**config.mk**
```make
export PLATFORM = sky130hd
export DESIGN_NAME = rca_pipe_adder
export DESIGN_NICKNAME = d
export VERILOG_FILES = /design/src/rtl/rca_pkg.sv /design/src/rtl/rca_pipe_adder_chunk.sv /design/src/rtl/rca_pipe_adder.sv
export SDC_FILE = /design/constraint.sdc
export NUM_CORES = 1
export LEC_CHECK = 0
export ABC_CLOCK_PERIOD_IN_PS = 2900
export BUFFER_PORTS_ARGS = -buffer_cell sky130_fd_sc_hd__buf_2
export CAP_MARGIN = 20
export CELL_PAD_IN_SITES_DETAIL_PLACEMENT = 1
export CELL_PAD_IN_SITES_GLOBAL_PLACEMENT = 2
export CORE_ASPECT_RATIO = 0.5
export CORE_MARGIN = 5
export CORE_UTILIZATION = 36
export CTS_CLUSTER_SIZE = 25
export DETAILED_ROUTE_END_ITERATION = 6
export PLACE_DENSITY = 0.79
export SLEW_MARGIN = 30
export SYNTH_ARGS = -nofsm -noshare
export SYNTH_HDL_FRONTEND = slang
export SYNTH_SLANG_ARGS = --single-unit
```
**constraint.sdc**
```tcl
create_clock -name CLK -period 2.9 [get_ports CLK]
set_input_delay 0.145 -clock CLK [delete_from_list [all_inputs] [get_ports CLK]]
set_output_delay 0.145 -clock CLK [all_outputs]
set_load 0.005 [all_outputs]
```
**src/rtl/rca_pkg.sv**
```systemverilog
// Shared definitions for the pipelined ripple-carry adder: chunk sizing and the
// per-stage control record with its reset value.
package rca_pkg;

  function automatic int chunk_w(input int width, input int stages);
    return width / stages;
  endfunction

  // Control half of a stage record; the data half is sized per stage in the top.
  typedef struct packed {
    logic valid;
    logic carry;
  } stage_ctl_t;

  localparam stage_ctl_t STAGE_CTL_RST = '{valid: 1'b0, carry: 1'b0};

endpackage

```
**src/rtl/rca_pipe_adder_chunk.sv**
```systemverilog
// Combinational CHUNK-bit ripple-carry adder built from a full-adder chain;
// also exposes the carry into its top bit for signed-overflow detection.
module rca_chunk #(
  parameter int CHUNK = 4
) (
  input  logic [CHUNK-1:0] X,
  input  logic [CHUNK-1:0] Y,
  input  logic             CI,
  output logic [CHUNK-1:0] S,
  output logic             CO,
  output logic             C_MSB
);

  logic [CHUNK:0] c;

  assign c[0] = CI;

  for (genvar gi = 0; gi < CHUNK; gi++) begin : g_fa
    assign S[gi]   = X[gi] ^ Y[gi] ^ c[gi];
    assign c[gi+1] = (X[gi] & Y[gi]) | (c[gi] & (X[gi] ^ Y[gi]));
  end

  assign CO    = c[CHUNK];
  assign C_MSB = c[CHUNK-1];

endmodule

```
**src/rtl/rca_pipe_adder.sv**
```systemverilog
// Pipelined ripple-carry adder: one CHUNK-bit slice resolved per register stage,
// valid/ready handshakes on both sides with full backpressure.
module rca_pipe_adder
  import rca_pkg::*;
#(
  parameter int WIDTH  = 16,
  parameter int STAGES = 4
) (
  input  logic             CLK,
  input  logic             RST,
  input  logic             IN_VALID,
  output logic             IN_READY,
  input  logic [WIDTH-1:0] A,
  input  logic [WIDTH-1:0] B,
  input  logic             CIN,
  output logic             OUT_VALID,
  input  logic             OUT_READY,
  output logic [WIDTH-1:0] SUM,
  output logic             COUT,
  output logic             OVF
);

  localparam int CHUNK = chunk_w(WIDTH, STAGES);

  if (WIDTH < 2 || STAGES < 1 || (WIDTH % STAGES) != 0) begin : g_bad_params
    $error("rca_pipe_adder: WIDTH must be >= 2 and a multiple of STAGES >= 1");
  end

  for (genvar gi = 0; gi < STAGES; gi++) begin : g_stage
    localparam int LO  = gi * CHUNK;
    localparam int HI  = LO + CHUNK;
    localparam int REM = WIDTH - HI;

    stage_ctl_t       ctl_q, ctl_d;
    logic [HI-1:0]    sum_q, sum_d, sum_new;
    logic [CHUNK-1:0] x, y, s;
    logic             ci, co, c_msb;
    logic             up_valid, ready, take;

    if (gi == 0) begin : g_src
      assign up_valid = IN_VALID;
      assign x        = A[CHUNK-1:0];
      assign y        = B[CHUNK-1:0];
      assign ci       = CIN;
      assign sum_new  = s;
    end else begin : g_src
      // Upstream skew registers hold operand bits from chunk gi upwards.
      assign up_valid = g_stage[gi-1].ctl_q.valid;
      assign x        = g_stage[gi-1].g_skew.a_q[CHUNK-1:0];
      assign y        = g_stage[gi-1].g_skew.b_q[CHUNK-1:0];
      assign ci       = g_stage[gi-1].ctl_q.carry;
      assign sum_new  = {s, g_stage[gi-1].sum_q};
    end

    if (gi == STAGES - 1) begin : g_rdy
      assign ready = !ctl_q.valid || OUT_READY;
    end else begin : g_rdy
      assign ready = !ctl_q.valid || g_stage[gi+1].ready;
    end

    assign take = ready && up_valid;

    rca_chunk #(.CHUNK(CHUNK)) u_chunk (
      .X    (x),
      .Y    (y),
      .CI   (ci),
      .S    (s),
      .CO   (co),
      .C_MSB(c_msb)
    );

    always_comb begin
      ctl_d = ctl_q;
      sum_d = sum_q;
      if (ready) ctl_d.valid = up_valid;
      if (take) begin
        ctl_d.carry = co;
        sum_d       = sum_new;
      end
    end

    always_ff @(posedge CLK) begin
      if (RST) begin
        ctl_q <= STAGE_CTL_RST;
        sum_q <= '0;
      end else begin
        ctl_q <= ctl_d;
        sum_q <= sum_d;
      end
    end

    if (REM > 0) begin : g_skew
      logic [REM-1:0] a_q, a_d, b_q, b_d, a_src, b_src;

      if (gi == 0) begin : g_skew_src
        assign a_src = A[WIDTH-1:HI];
        assign b_src = B[WIDTH-1:HI];
      end else begin : g_skew_src
        assign a_src = g_stage[gi-1].g_skew.a_q[REM+CHUNK-1:CHUNK];
        assign b_src = g_stage[gi-1].g_skew.b_q[REM+CHUNK-1:CHUNK];
      end

      always_comb begin
        a_d = a_q;
        b_d = b_q;
        if (take) begin
          a_d = a_src;
          b_d = b_src;
        end
      end

      always_ff @(posedge CLK) begin
        if (RST) begin
          a_q <= '0;
          b_q <= '0;
        end else begin
          a_q <= a_d;
          b_q <= b_d;
        end
      end
    end

    if (gi == STAGES - 1) begin : g_last
      logic c_msb_q, c_msb_d;

      always_comb begin
        c_msb_d = c_msb_q;
        if (take) c_msb_d = c_msb;
      end

      always_ff @(posedge CLK) begin
        if (RST) c_msb_q <= 1'b0;
        else     c_msb_q <= c_msb_d;
      end
    end else begin : g_mid
      // Only the top chunk's MSB carry matters for overflow.
      logic c_msb_unused;
      assign c_msb_unused = c_msb;
    end
  end

  assign IN_READY  = g_stage[0].ready && !RST;
  assign OUT_VALID = g_stage[STAGES-1].ctl_q.valid;
  assign SUM       = g_stage[STAGES-1].sum_q;
  assign COUT      = g_stage[STAGES-1].ctl_q.carry;
  assign OVF       = g_stage[STAGES-1].g_last.c_msb_q ^ g_stage[STAGES-1].ctl_q.carry;

endmodule

```
Word level (Yosys, flattened, before mapping)
Index checks and enable logic that the tools add are counted.

Logic and storage cells: 114. Register bits after elaboration: 97.

Bitwise gates (word level): 81. Reductions and logical operators: 14.

Operators with widths (number): 1-bit bitwise XOR (33); 1-bit AND (32); 1-bit OR (16); 1-bit logical AND (5); 1-bit logical NOT (5); 1-bit logical OR (4).

Logic depth before layout (Yosys ltp)
Gate-level depths: netlist (run 1).

Word-level depth: 9. Gate-level depth with buffers: 9. Mapped depth without buffers: 9.

Cells and area by module
From an unflattened synthesis (run 1), not the netlist that was laid out.

Cell total of the unflattened synthesis: 541. Area, all modules: 4752.1 um^2.

By module, submodules not included: rca_pipe_adder (times used 1, seq. area each 1941.9 um^2, area each 4311.6 um^2, cells an instance 493); rca_chunk (times used 4, seq. area each 0.0 um^2, area each 110.1 um^2, cells an instance 12).

Worst setup path after synthesis (run 1)
OpenSTA, ideal clock, no wires.

Kind: reg2reg. Start point: reg g_stage[0].g_skew.a_q[0]. End point: reg g_stage[1].sum_q[7]. Arrival: 1949 ps. Setup time: 86 ps. Cell stages (with the launch flop): 9. Path slack: 865 ps. Period minus slack after synthesis: 2035 ps. Data required time: 2814 ps. Cells stage by stage: dfxtp_1 > fa_1 > inv_1 > fa_1 > inv_1 > fa_1 > inv_1 > fa_1 > a211oi_1.

Word-level cells in the longest chain between the ends: 8. Elaborated cells between the ends (all ways): 9.

Ends and longest elaborated chain: start: declaration (RTL line rca_pipe_adder.sv:93) `logic [REM-1:0] a_q, a_d, b_q, b_d, a_src, b_src;`; start signal: assignment (RTL line rca_pipe_adder.sv:114) `a_q <= '0;`; start signal: assignment (RTL line rca_pipe_adder.sv:117) `a_q <= a_d;`; 1-bit bitwise XOR (RTL line rca_pipe_adder_chunk.sv:20) `assign c[gi+1] = (X[gi] & Y[gi]) | (c[gi] & (X[gi] ^ Y[gi]));`; 1-bit AND (RTL line rca_pipe_adder_chunk.sv:20); 1-bit OR * (RTL line rca_pipe_adder_chunk.sv:20); 1-bit AND * (RTL line rca_pipe_adder_chunk.sv:20); 1-bit OR * (RTL line rca_pipe_adder_chunk.sv:20); 1-bit AND * (RTL line rca_pipe_adder_chunk.sv:20); 1-bit OR * (RTL line rca_pipe_adder_chunk.sv:20); 1-bit bitwise XOR * (RTL line rca_pipe_adder_chunk.sv:19) `assign S[gi] = X[gi] ^ Y[gi] ^ c[gi];`; end signal: assignment (RTL line rca_pipe_adder.sv:88) `sum_q <= sum_d;`; end: declaration (RTL line rca_pipe_adder.sv:35) `logic [HI-1:0] sum_q, sum_d, sum_new;`.

Every way passes the cells marked *; elsewhere a longest branch is shown, timed or not. A chain may end at the register's enable or synchronous reset.

Final worst setup path (run 1)
Start point: reg g_stage[2].ctl_q, in the netlist g_stage[3].ci. End point: reg g_stage[3].sum_q[15], in the netlist SUM[15].

Word-level cells in the longest chain between the ends: 7.

Ends and longest elaborated chain: start: declaration (RTL line rca_pipe_adder.sv:34) `stage_ctl_t ctl_q, ctl_d;`; start signal: assignment (RTL line rca_pipe_adder.sv:87) `ctl_q <= ctl_d;`; 1-bit AND (RTL line rca_pipe_adder_chunk.sv:20); 1-bit OR (RTL line rca_pipe_adder_chunk.sv:20); 1-bit AND (RTL line rca_pipe_adder_chunk.sv:20); 1-bit OR (RTL line rca_pipe_adder_chunk.sv:20); 1-bit AND (RTL line rca_pipe_adder_chunk.sv:20); 1-bit OR (RTL line rca_pipe_adder_chunk.sv:20); named net g_stage[3].c_msb (RTL line rca_pipe_adder.sv:37) `logic ci, co, c_msb;`; 1-bit bitwise XOR (RTL line rca_pipe_adder_chunk.sv:19); named net g_stage[3].s[3] (RTL line rca_pipe_adder.sv:36) `logic [CHUNK-1:0] x, y, s;`; end signal: assignment (RTL line rca_pipe_adder.sv:88); end: declaration (RTL line rca_pipe_adder.sv:35).

The timed path passes the listed nets, and every way through them passes these cells.

==> qor.yml, run 1 <==
die_w_um: 171.5
clock-sinks: 97
setup_viol: 0
clockBufferDepth: 2
leakage_nw: 1.988
portBuffers: 56
tns_ps: 0
max_stage_delay_ps: 410
syn-num-nets: 568
drc_errors: 0
yosysTopAreaCell: "dfxtp_1"
tightestPinTransition_ps: 935.4
cts_made_buffers: 9
antenna_found_initial: 0
path_common_cell: "fa_1"
fp.dieArea_um2: 15560
use_met1: 0.2652
grt_max_degree: 77
yosysSeqAreaShare: 0.4136
max_slew_margin: 0.3750
holdWs_ps: 82.88
rsz0062_at_grt: "no"
power-per-cell-area_nw_per_um2: 561.3
detail_route.first_pass.iterations: 4
syn_avg_cell_area_um2: 9.116
met3_usage: 0.04023
arrival_ps: 2370
wire_per_inst_um: 17.82
overflow: 0
reg2reg_slack_ps: 720
wirelength_mm: 12.72
period_needed_ps: 2181
fmax_mhz: 458.6
finalCoreUtilization: 0.4183
ant_nets: 0
ys.flop_type: "dfxtp_1"
drive_above_1_share: 0.1621
synthTopCellsByArea: "dfxtp_1 (41%), fa_1 (6.8%), mux2i_1 (6.4%), nand2_1 (5.7%), a41oi_1 (4.9%)"
crit_path_end_kind: "flip-flop"
root_buffer: "clkbuf_16"
core_um2: 12700
path_class: "flip-flop to flip-flop"
yosysUniqueCellTypes: 35
fin_cells: 714
ctsHoldBuffers: 0
grt.busiest_layer: "met1"
place_congestion: 0.7299
dp_slack_ps: 700.3
dpl.hpwl_mm: 8.653
post-cts-setup-buffer-count: 0
status: "complete, no violations"
area_growth_pct: 13.17
start_kind: "flip-flop"
timing.final.crit_share: 0.7519
path_cells: "fa_1 > inv_1 > fa_1 > fa_1 > inv_1 > fa_1 > nand3_1 > a21oi_1"
nFillCells: 1493
synth_edf_count: 0
cts_resized: 0
dp.cells: 697
total_power_mw: 2.982
num_io_pins: 57
nets: 591
hold_viol: 0
slew_viol_final: 0
initialDrtViolationCount: 230
via_per_inst: 5.500
synth_area_um2: 4695
netlist_instances: 515
maxCapViolations: 0
clk_pin_slew_worst_paths_ps: 70
initial_core_util: 0.3697
die_y_um: 90.75
worst_slack_ps: 719.4
dpl_cell_area_um2: 5005
ir_drop_uv: 240.6
yosysWarnings: 0
h-tree-depth: 3
grt_pass1_vias: 3876
use_met2: 0.2220
yosysTopAreaCellShare: 0.4136
cpMaxStageDelayCell: "fa_1"
synth-async-reset-ratio: 0
globalRouteTotalUtil: 0.1668
fp-row-count: 29
via_count: 3927
stdcell_area_um2: 5313
grt_pass1_wl_mm: 20.89
fin_skew_ps: 6.093
critPathMaxFanout: 2
worstPathRequired_ps: 3090
cts_tree: "done"
clk_latency_ps: 350
holdCritPathClass: "input port to flip-flop"
synth_seq_cells: 97
cells by family (layout without fill, tap and decap cells):
| logic type | after synthesis | in the layout | share of synthesized area |
|---|---|---|---|
| AOI/OAI and AO/OA | 124 | 124 | 0.1884 |
| xor gates and xnor gates | 1 | 1 | 0.001866 |
| DFF | 97 | 97 | 0.4136 |
| muxes | 30 | 30 | 0.06397 |
| adders and majority gates | 16 | 16 | 0.06823 |
| buffers and inverters | 90 | 118 | 0.08795 |
| and+or+nand+nor | 157 | 157 | 0.1759 |
| other | 0 | 1 | 0 |
flip-flops by register name, summed over array words and instances (netlist names):
| register | cells |
|---|---|
| OUT_VALID | 1 |
| g_stage.g_skew.a_q | 24 |
| g_stage.sum_q | 24 |
| g_stage.ci | 3 |
| SUM | 16 |
| g_stage.up_valid | 3 |
| g_stage.g_skew.b_q | 24 |
| COUT | 1 |
| g_stage.g_last.c_msb_q | 1 |
cell type report:
| cell class | count | area (um^2) | share of cell area |
|---|---|---|---|
| inverters | 34 | 127.6 | 0.02402 |
| flip-flops and latches | 97 | 1942 | 0.3655 |
| clock buffers | 11 | 242.7 | 0.04569 |
| diodes | 1 | 2.502 | 0.0004710 |
| clock inverters | 5 | 62.56 | 0.01178 |
| repair buffers | 68 | 382.9 | 0.07207 |
| well taps | 170 | 212.7 | 0.04004 |
| multi-input cells | 328 | 2340 | 0.4404 |
path summary, 6_finish.rpt:
kind                                  from                         to  depth (start not counted)
setup / recovery             g_stage[3].ci                    SUM[15]                          8
hold / removal                       B[15]  g_stage[0].g_skew.b_q[11]                          3
setup reg to reg             g_stage[3].ci                    SUM[15]                          8
hold reg to reg   g_stage[2].g_skew.a_q[1]   g_stage[2].g_skew.a_q[1]                          2
report_power, final:
part | total, mW | switching, mW | internal, mW
sequential | 1.44 | 0.0452 | 1.40
combinational | 0.303 | 0.180 | 0.124
clock | 1.23 | 0.535 | 0.699
cells in the final DEF, fill, tap and decap left out, drive strengths merged:
| cell type | count |
|---|---|
| nand4 | 36 |
| a21oi | 31 |
| and3b | 1 |
| nor3b | 26 |
| a41oi | 26 |
| nand4b | 1 |
| clkinvlp | 2 |
| a311oi | 3 |
| bufinv | 1 |
| fa | 16 |
| o31ai | 2 |
| nor2b | 1 |
| a211oi | 9 |
| mux2i | 30 |
| nand2 | 72 |
| nand2b | 1 |
| o21ai | 24 |
| xor2 | 1 |
| clkbuf | 11 |
| nand3 | 15 |
| inv | 36 |
| nor2 | 1 |
| o311ai | 26 |
| diode | 1 |
| and2 | 1 |
| buf | 68 |
| dfxtp | 97 |
| o211a | 3 |
| nand3b | 2 |
metal layers:
metal | routed length [um] | vias up | share of wire
met2 | 4959 | 66 | 0.39
met5 | 0 | - | 0
met1 | 7067 | 1920 | 0.56
met3 | 596 | 9 | 0.047
met4 | 95 | 0 | 0.0075
li1 | - | 1932 | -
critical path, delay by kind of cell, from the launching register on:
family / cells / cell delay, ps
flops: 1 / 370
compound gates: 1 / 80
buf+inv: 2 / 150
fa+ha+maj: 4 / 1360
simple gates: 1 / 80
cell usage after synthesis, types with 2 or more instances:
master / n
inv_1: 33
nand2_1: 71
buf_4: 3
nand3_1: 15
mux2i_1: 30
o311ai_0: 20
o311ai_1: 6
o31ai_1: 2
a211oi_1: 9
o21ai_0: 24
buf_6: 3
a41oi_1: 26
clkbuf_1: 29
o211a_1: 3
nor3b_1: 26
nand4_1: 36
nand3b_1: 2
a311oi_1: 3
fa_1: 16
buf_2: 19
a21oi_1: 29
dfxtp_1: 97
No activity file was read; power rests on OpenSTA's default activity.
==> inputs of run 2 (changes only) <==
--- a/config.mk
+++ b/config.mk
@@ -5,7 +5,7 @@
 export SDC_FILE = /design/constraint.sdc
 export NUM_CORES = 1
 export LEC_CHECK = 0
-export ABC_CLOCK_PERIOD_IN_PS = 2900
+export ABC_CLOCK_PERIOD_IN_PS = 2300
 export BUFFER_PORTS_ARGS = -buffer_cell sky130_fd_sc_hd__buf_2
 export CAP_MARGIN = 20
 export CELL_PAD_IN_SITES_DETAIL_PLACEMENT = 1
==> constraint.sdc (replaced) <==
create_clock -name CLK -period 2.3 [get_ports CLK]
set_input_delay 0.115 -clock CLK [delete_from_list [all_inputs] [get_ports CLK]]
set_output_delay 0.115 -clock CLK [all_outputs]
set_load 0.005 [all_outputs]
==> qor.yml, run 2 (synthesis results as in run 1) <==
status: "complete, no violations"
portBuffers: 56
pwr-share-seq: 0.476
tightestPinTransition_ps: 779.2
num_io_pins: 57
comb_power_share: 0.101
overflow: 0
slew_viol_final: 0
initialDrtViolationCount: 209
final_cell_mix: "dfxtp_1 (95), nand2_1 (71), buf_2 (56), nand4_1 (36), inv_1 (33)"
drive_above_1_share: 0.1706
post-cts-setup-buffer-count: 0
critPathBufInv: 2
grt_max_degree: 73
pwr-share-clk: 0.423
max_slew_margin: 0.4806
ant_nets: 0
wire_per_inst_um: 17.43
drc_errors: 0
tns_ps: 0
power.share.switching: 0.2458
num_antenna_cells: 0
arrival_ps: 2420
wirelength_mm: 12.46
regArea_um2: 1944
leakage_nw: 2.014
nets: 593
path_common_cell: "fa_1"
root_buffer: "clkbuf_16"
path_class: "flip-flop to flip-flop"
antenna_found_initial: 0
grt_pass1_vias: 3860
ir_drop_uv: 304.8
initial_core_util: 0.3697
dpl_cell_area_um2: 5020
max_stage_delay_ps: 410
reg2reg_depth: 8
p_int_mw: 2.884
clk_pin_slew_worst_paths_ps: 70
nFillCells: 1496
worst_slack_ps: 92.42
holdWs_ps: 66.85
worstPathRequired_ps: 2510
fmax_mhz: 453.0
mostFrequentLayoutCell: "dfxtp_1"
cpMaxStageDelayCell: "fa_1"
clock-sinks: 97
holdCritPathClass: "input port to flip-flop"
dpl.hpwl_mm: 8.547
stdcell_area_um2: 5348
timing.final.crit_share: 0.9598
die_w_um: 171.5
grt_pass1_wl_mm: 21.07
start_kind: "flip-flop"
power-per-cell-area_nw_per_um2: 715.1
reg.largest.list: "g_stage.g_skew.a_q: 24 flops, g_stage.g_skew.b_q: 24 flops, g_stage.sum_q: 24 flops"
place_congestion: 0.7206
globalRouteTotalUtil: 0.1671
fp-row-count: 29
fin_cells: 715
crit_path_end_kind: "flip-flop"
h-tree-depth: 3
setup_viol: 0
core_um2: 12700
area_growth_pct: 13.91
die_y_um: 90.75
netSwitchingPower_mw: 0.9400
maxCapViolations: 0
path_cells: "fa_1 > inv_1 > fa_1 > fa_1 > inv_1 > fa_1 > nand3_1 > a21oi_1"
fin_skew_ps: 7.427
fp.dieArea_um2: 15560
clk_latency_ps: 340
path_depth: 8
dp_slack_ps: 43.18
cts_made_buffers: 9
hold_viol: 0
via_per_inst: 5.439
detail_route.first_pass.iterations: 4
critPathMaxFanout: 2
via_count: 3889
clockBufferDepth: 2
multi_input_area_um2: 2345
hold_depth: 3
cts_tree: "done"
period_needed_ps: 2208
rsz0062_at_grt: "yes"
crit_family: "adder cells"
dp.cells: 699
run 2: cell count changes in the layout (fill, tap and decap cells not counted):
cell	change
buf_4	+2
diode_2	-1
bufinv_16	+1
clkinv_2	+1
inv_6	-1
a211oi_1	-1
a211oi_2	+1
clkbuf_8	-1
dfxtp_1	-2
clkinvlp_4	-2
dfxtp_2	+2
clkinv_4	+2
run 2: power by group through the flow:
stage	Sequential (mW)	Clock (mW)	Combinational, mW
2_1_floorplan	1.84	0	0.274
3_3_place_gp	1.85	0	0.377
3_5_place_dp	1.86	0	0.387
4_1_cts	1.82	1.66	0.389
5_1_grt	1.83	1.74	0.440
6_report	1.82	1.62	0.386
run 2: cell type report:
| type | instances | share of cell area |
|---|---|---|
| inverters | 34 | 0.02387 |
| multi-input cells | 328 | 0.4385 |
| flip-flops and latches | 97 | 0.3636 |
| repair buffers | 70 | 0.07440 |
| clock inverters | 6 | 0.01708 |
| clock buffers | 10 | 0.04282 |
| well taps | 170 | 0.03978 |
run 2: final timing paths:
| path | from | to | slack (ps) |
|---|---|---|---|
| setup / recovery | g_stage[2].g_skew.a_q[0] | SUM[15] | 90 |
| hold reg to reg | g_stage[2].g_skew.a_q[1] | g_stage[2].g_skew.a_q[1] | 460 |
| hold / removal | B[5] | g_stage[0].g_skew.b_q[1] | 70 |
| setup reg to reg | g_stage[2].g_skew.a_q[0] | SUM[15] | 90 |
run 2: worst register-to-register path, cell delays in order (launching register included):
cell     delay (ps)
dfxtp_1         370
fa_1            210
inv_1            60
fa_1            380
fa_1            410
inv_1           110
fa_1            390
nand3_1          90
a21oi_1          80
run 2: per-stage QoR:
stage / util / power [mW]
after global routing: 0.4211 / 4.015
after floorplan: - / 2.112
final: 0.4211 / 3.824
after CTS: 0.4205 / 3.871
after detailed placement: 0.3953 / 2.246
after global placement: 0.3953 / 2.231
run 2: routing by layer:
metal | vias up | wire, um | global-route usage
li1 | 1935 | - | -
met1 | 1880 | 6857 | 0.2732
met2 | 69 | 4984 | 0.2190
met3 | 5 | 546 | 0.03848
met4 | 0 | 72 | 0.02966
met5 | - | 0 | 0
run 2: timing repair:
action                     in CTS  in global routing
hold buffers                    0                  0
setup endpoints to repair       0                  2
gates resized for setup         0                  3
==> inputs of run 3 (changes only) <==
--- a/config.mk
+++ b/config.mk
@@ -5,6 +5,7 @@
 export SDC_FILE = /design/constraint.sdc
 export NUM_CORES = 1
 export LEC_CHECK = 0
+export ABC_AREA = 1
 export ABC_CLOCK_PERIOD_IN_PS = 2300
 export BUFFER_PORTS_ARGS = -buffer_cell sky130_fd_sc_hd__buf_2
 export CAP_MARGIN = 20
@@ -12,10 +13,10 @@
 export CELL_PAD_IN_SITES_GLOBAL_PLACEMENT = 2
 export CORE_ASPECT_RATIO = 0.5
 export CORE_MARGIN = 5
-export CORE_UTILIZATION = 36
+export CORE_UTILIZATION = 33
 export CTS_CLUSTER_SIZE = 25
 export DETAILED_ROUTE_END_ITERATION = 6
-export PLACE_DENSITY = 0.79
+export PLACE_DENSITY = 0.78
 export SLEW_MARGIN = 30
 export SYNTH_ARGS = -nofsm -noshare
 export SYNTH_HDL_FRONTEND = slang
==> qor.yml, run 3 <==
critPathMaxFanout: 2
hold_viol: 0
synth-async-reset-ratio: 0
ir_drop_uv: 372.0
slew_viol_final: 0
max_slew_margin: 0.5437
rsz0062_at_grt: "no"
holdCritPathClass: "input port to flip-flop"
core_um2: 11910
ant_nets: 0
hold_depth: 2
path_class: "flip-flop to flip-flop"
wirelength_mm: 9.741
overflow: 0
num_antenna_cells: 0
antenna_found_initial: 0
drive_above_1_share: 0.1508
worstPathRequired_ps: 2530
timing.final.crit_share: 0.9304
initialDrtViolationCount: 186
grt_pass1_vias: 3231
globalRouteTotalUtil: 0.1385
fmax_mhz: 467.3
start_kind: "flip-flop"
yosysUniqueCellTypes: 19
syn-num-nets: 586
area_growth_pct: 17.04
dpl.hpwl_mm: 6.798
worstReg2RegStart: "g_stage[3].ci"
dp_slack_ps: 129.3
synth_seq_cells: 97
syn_avg_cell_area_um2: 7.620
ctsHoldBuffers: 0
met3_usage: 0.03391
yosysTopAreaCell: "dfxtp_1"
yosysSeqAreaShare: 0.4781
cts_tree: "done"
die_y_um: 88.45
detail_route.first_pass.iterations: 4
synth_area_um2: 4061
arrival_ps: 2370
hp-start: "RST"
setup_viol: 0
initial_core_util: 0.3410
num_io_pins: 57
power-per-cell-area_nw_per_um2: 757.1
via_count: 3189
yosysTopAreaCellShare: 0.4781
mostFrequentLayoutCell: "nor2_1"
worst_slack_ps: 160.1
grt_max_degree: 77
ys.flop_type: "dfxtp_1"
cts_resized: 0
leakage_nw: 2.239
fp.dieArea_um2: 14760
synth_edf_count: 0
reg.largest.list: "g_stage.g_skew.a_q: 24 flops, g_stage.g_skew.b_q: 24 flops, g_stage.sum_q: 24 flops"
netlist_instances: 533
tightestPinTransition_ps: 683.8
maxCapViolations: 0
clockBufferDepth: 2
drc_errors: 0
status: "complete, no violations"
use_met1: 0.2150
fin_skew_ps: 6.365
synth_most_common_cell: "nor2_1"
yosysWarnings: 0
nets: 625
reg2reg_to: "SUM[15]"
synthTopCellsByArea: "dfxtp_1 (48%), nor2_1 (15%), fa_1 (7.9%), o21ai_0 (7.1%), inv_1 (5.4%)"
reg2reg_slack_ps: 160
ys_top_cells_by_count: "nor2_1 (157), dfxtp_1 (97), inv_1 (58), o21ai_0 (58), nand2_1 (40)"
place_congestion: 0.7398
grt.busiest_layer: "met1"
h-tree-depth: 3
clock-sinks: 97
via_per_inst: 4.298
tns_ps: 0
grt_pass1_wl_mm: 16.40
crit_path_end_kind: "flip-flop"
die_w_um: 166.9
hold_path_end: "OUT_VALID"
wire_per_inst_um: 13.13
root_buffer: "clkbuf_16"
final_cell_mix: "nor2_1 (156), dfxtp_1 (96), o21ai_0 (58), inv_1 (57), buf_2 (56)"
fp-row-count: 28
clk_pin_slew_worst_paths_ps: 60
cts_made_buffers: 9
reg2reg_depth: 8
post-cts-setup-buffer-count: 0
period_needed_ps: 2140
clk_latency_ps: 340
portBuffers: 56
use_met2: 0.1834
holdWs_ps: 70.93
## run 3: final cells by class
type	count	area, um^2
Fill cell	1502	7158
Tap cell	165	206.4
Clock buffer	14	264.0
Clock inverter	2	12.51
Multi-Input combinational cell	342	1739
Sequential cell	97	1943
Inverter	60	225.2
Timing Repair Buffer	62	362.8
## run 3: how the worst max path moves through the flow
| stage | start | endpoint | slack, ps | cells past startpoint |
|---|---|---|---|---|
| global route | g_stage[1].g_skew.a_q[0] | g_stage[2].sum_q[11] | 20 | 10 |
| finish | g_stage[3].ci | SUM[15] | 160 | 8 |
| detailed placement | g_stage[3].ci | SUM[15] | 130 | 8 |
| floorplan | g_stage[0].g_skew.a_q[0] | g_stage[1].sum_q[7] | 260 | 10 |
| CTS | g_stage[3].ci | SUM[15] | 70 | 8 |
| global placement | g_stage[3].up_valid | SUM[4] | 60 | 5 |
## run 3: worst max-delay path, stage by stage, from the launching register on
cell and delay [ps]:
dfxtp_1 360, fa_1 180, inv_1 50, fa_1 380, fa_2 360, inv_1 100
fa_1 410, nor2_1 130, nor2_1 60
## run 3: cells by family after synthesis
family,Yosys count,share of synthesized area
xor gates and xnor gates,1,0.002157
AOI/OAI and AO/OA,92,0.1134
adders and majority gates,16,0.07887
and+or+nand+nor,233,0.2314
DFF,97,0.4781
buffers and inverters,94,0.09612
## run 3: layer usage
layer / wire length (um) / share of wire
met5: 0 / 0
met2: 3320 / 0.34
met3: 431 / 0.044
met1: 5857 / 0.60
met4: 131 / 0.013
## run 3: stage by stage
step / power [mW] / util / std cells / instance area (um^2)
floorplan: 2.109 / - / 533 / 4061
global placement: 2.240 / 0.3749 / 726 / 4466
detailed placement: 2.251 / 0.3751 / 726 / 4468
CTS: 3.654 / 0.3983 / 742 / 4745
global route: 3.791 / 0.3991 / 742 / 4753
finish: 3.599 / 0.3991 / 742 / 4753
## run 3: report_power, final
part | internal [mW] | switching [mW]
Clock | 0.792 | 0.598
Combinational | 0.153 | 0.217
Sequential | 1.78 | 0.0599
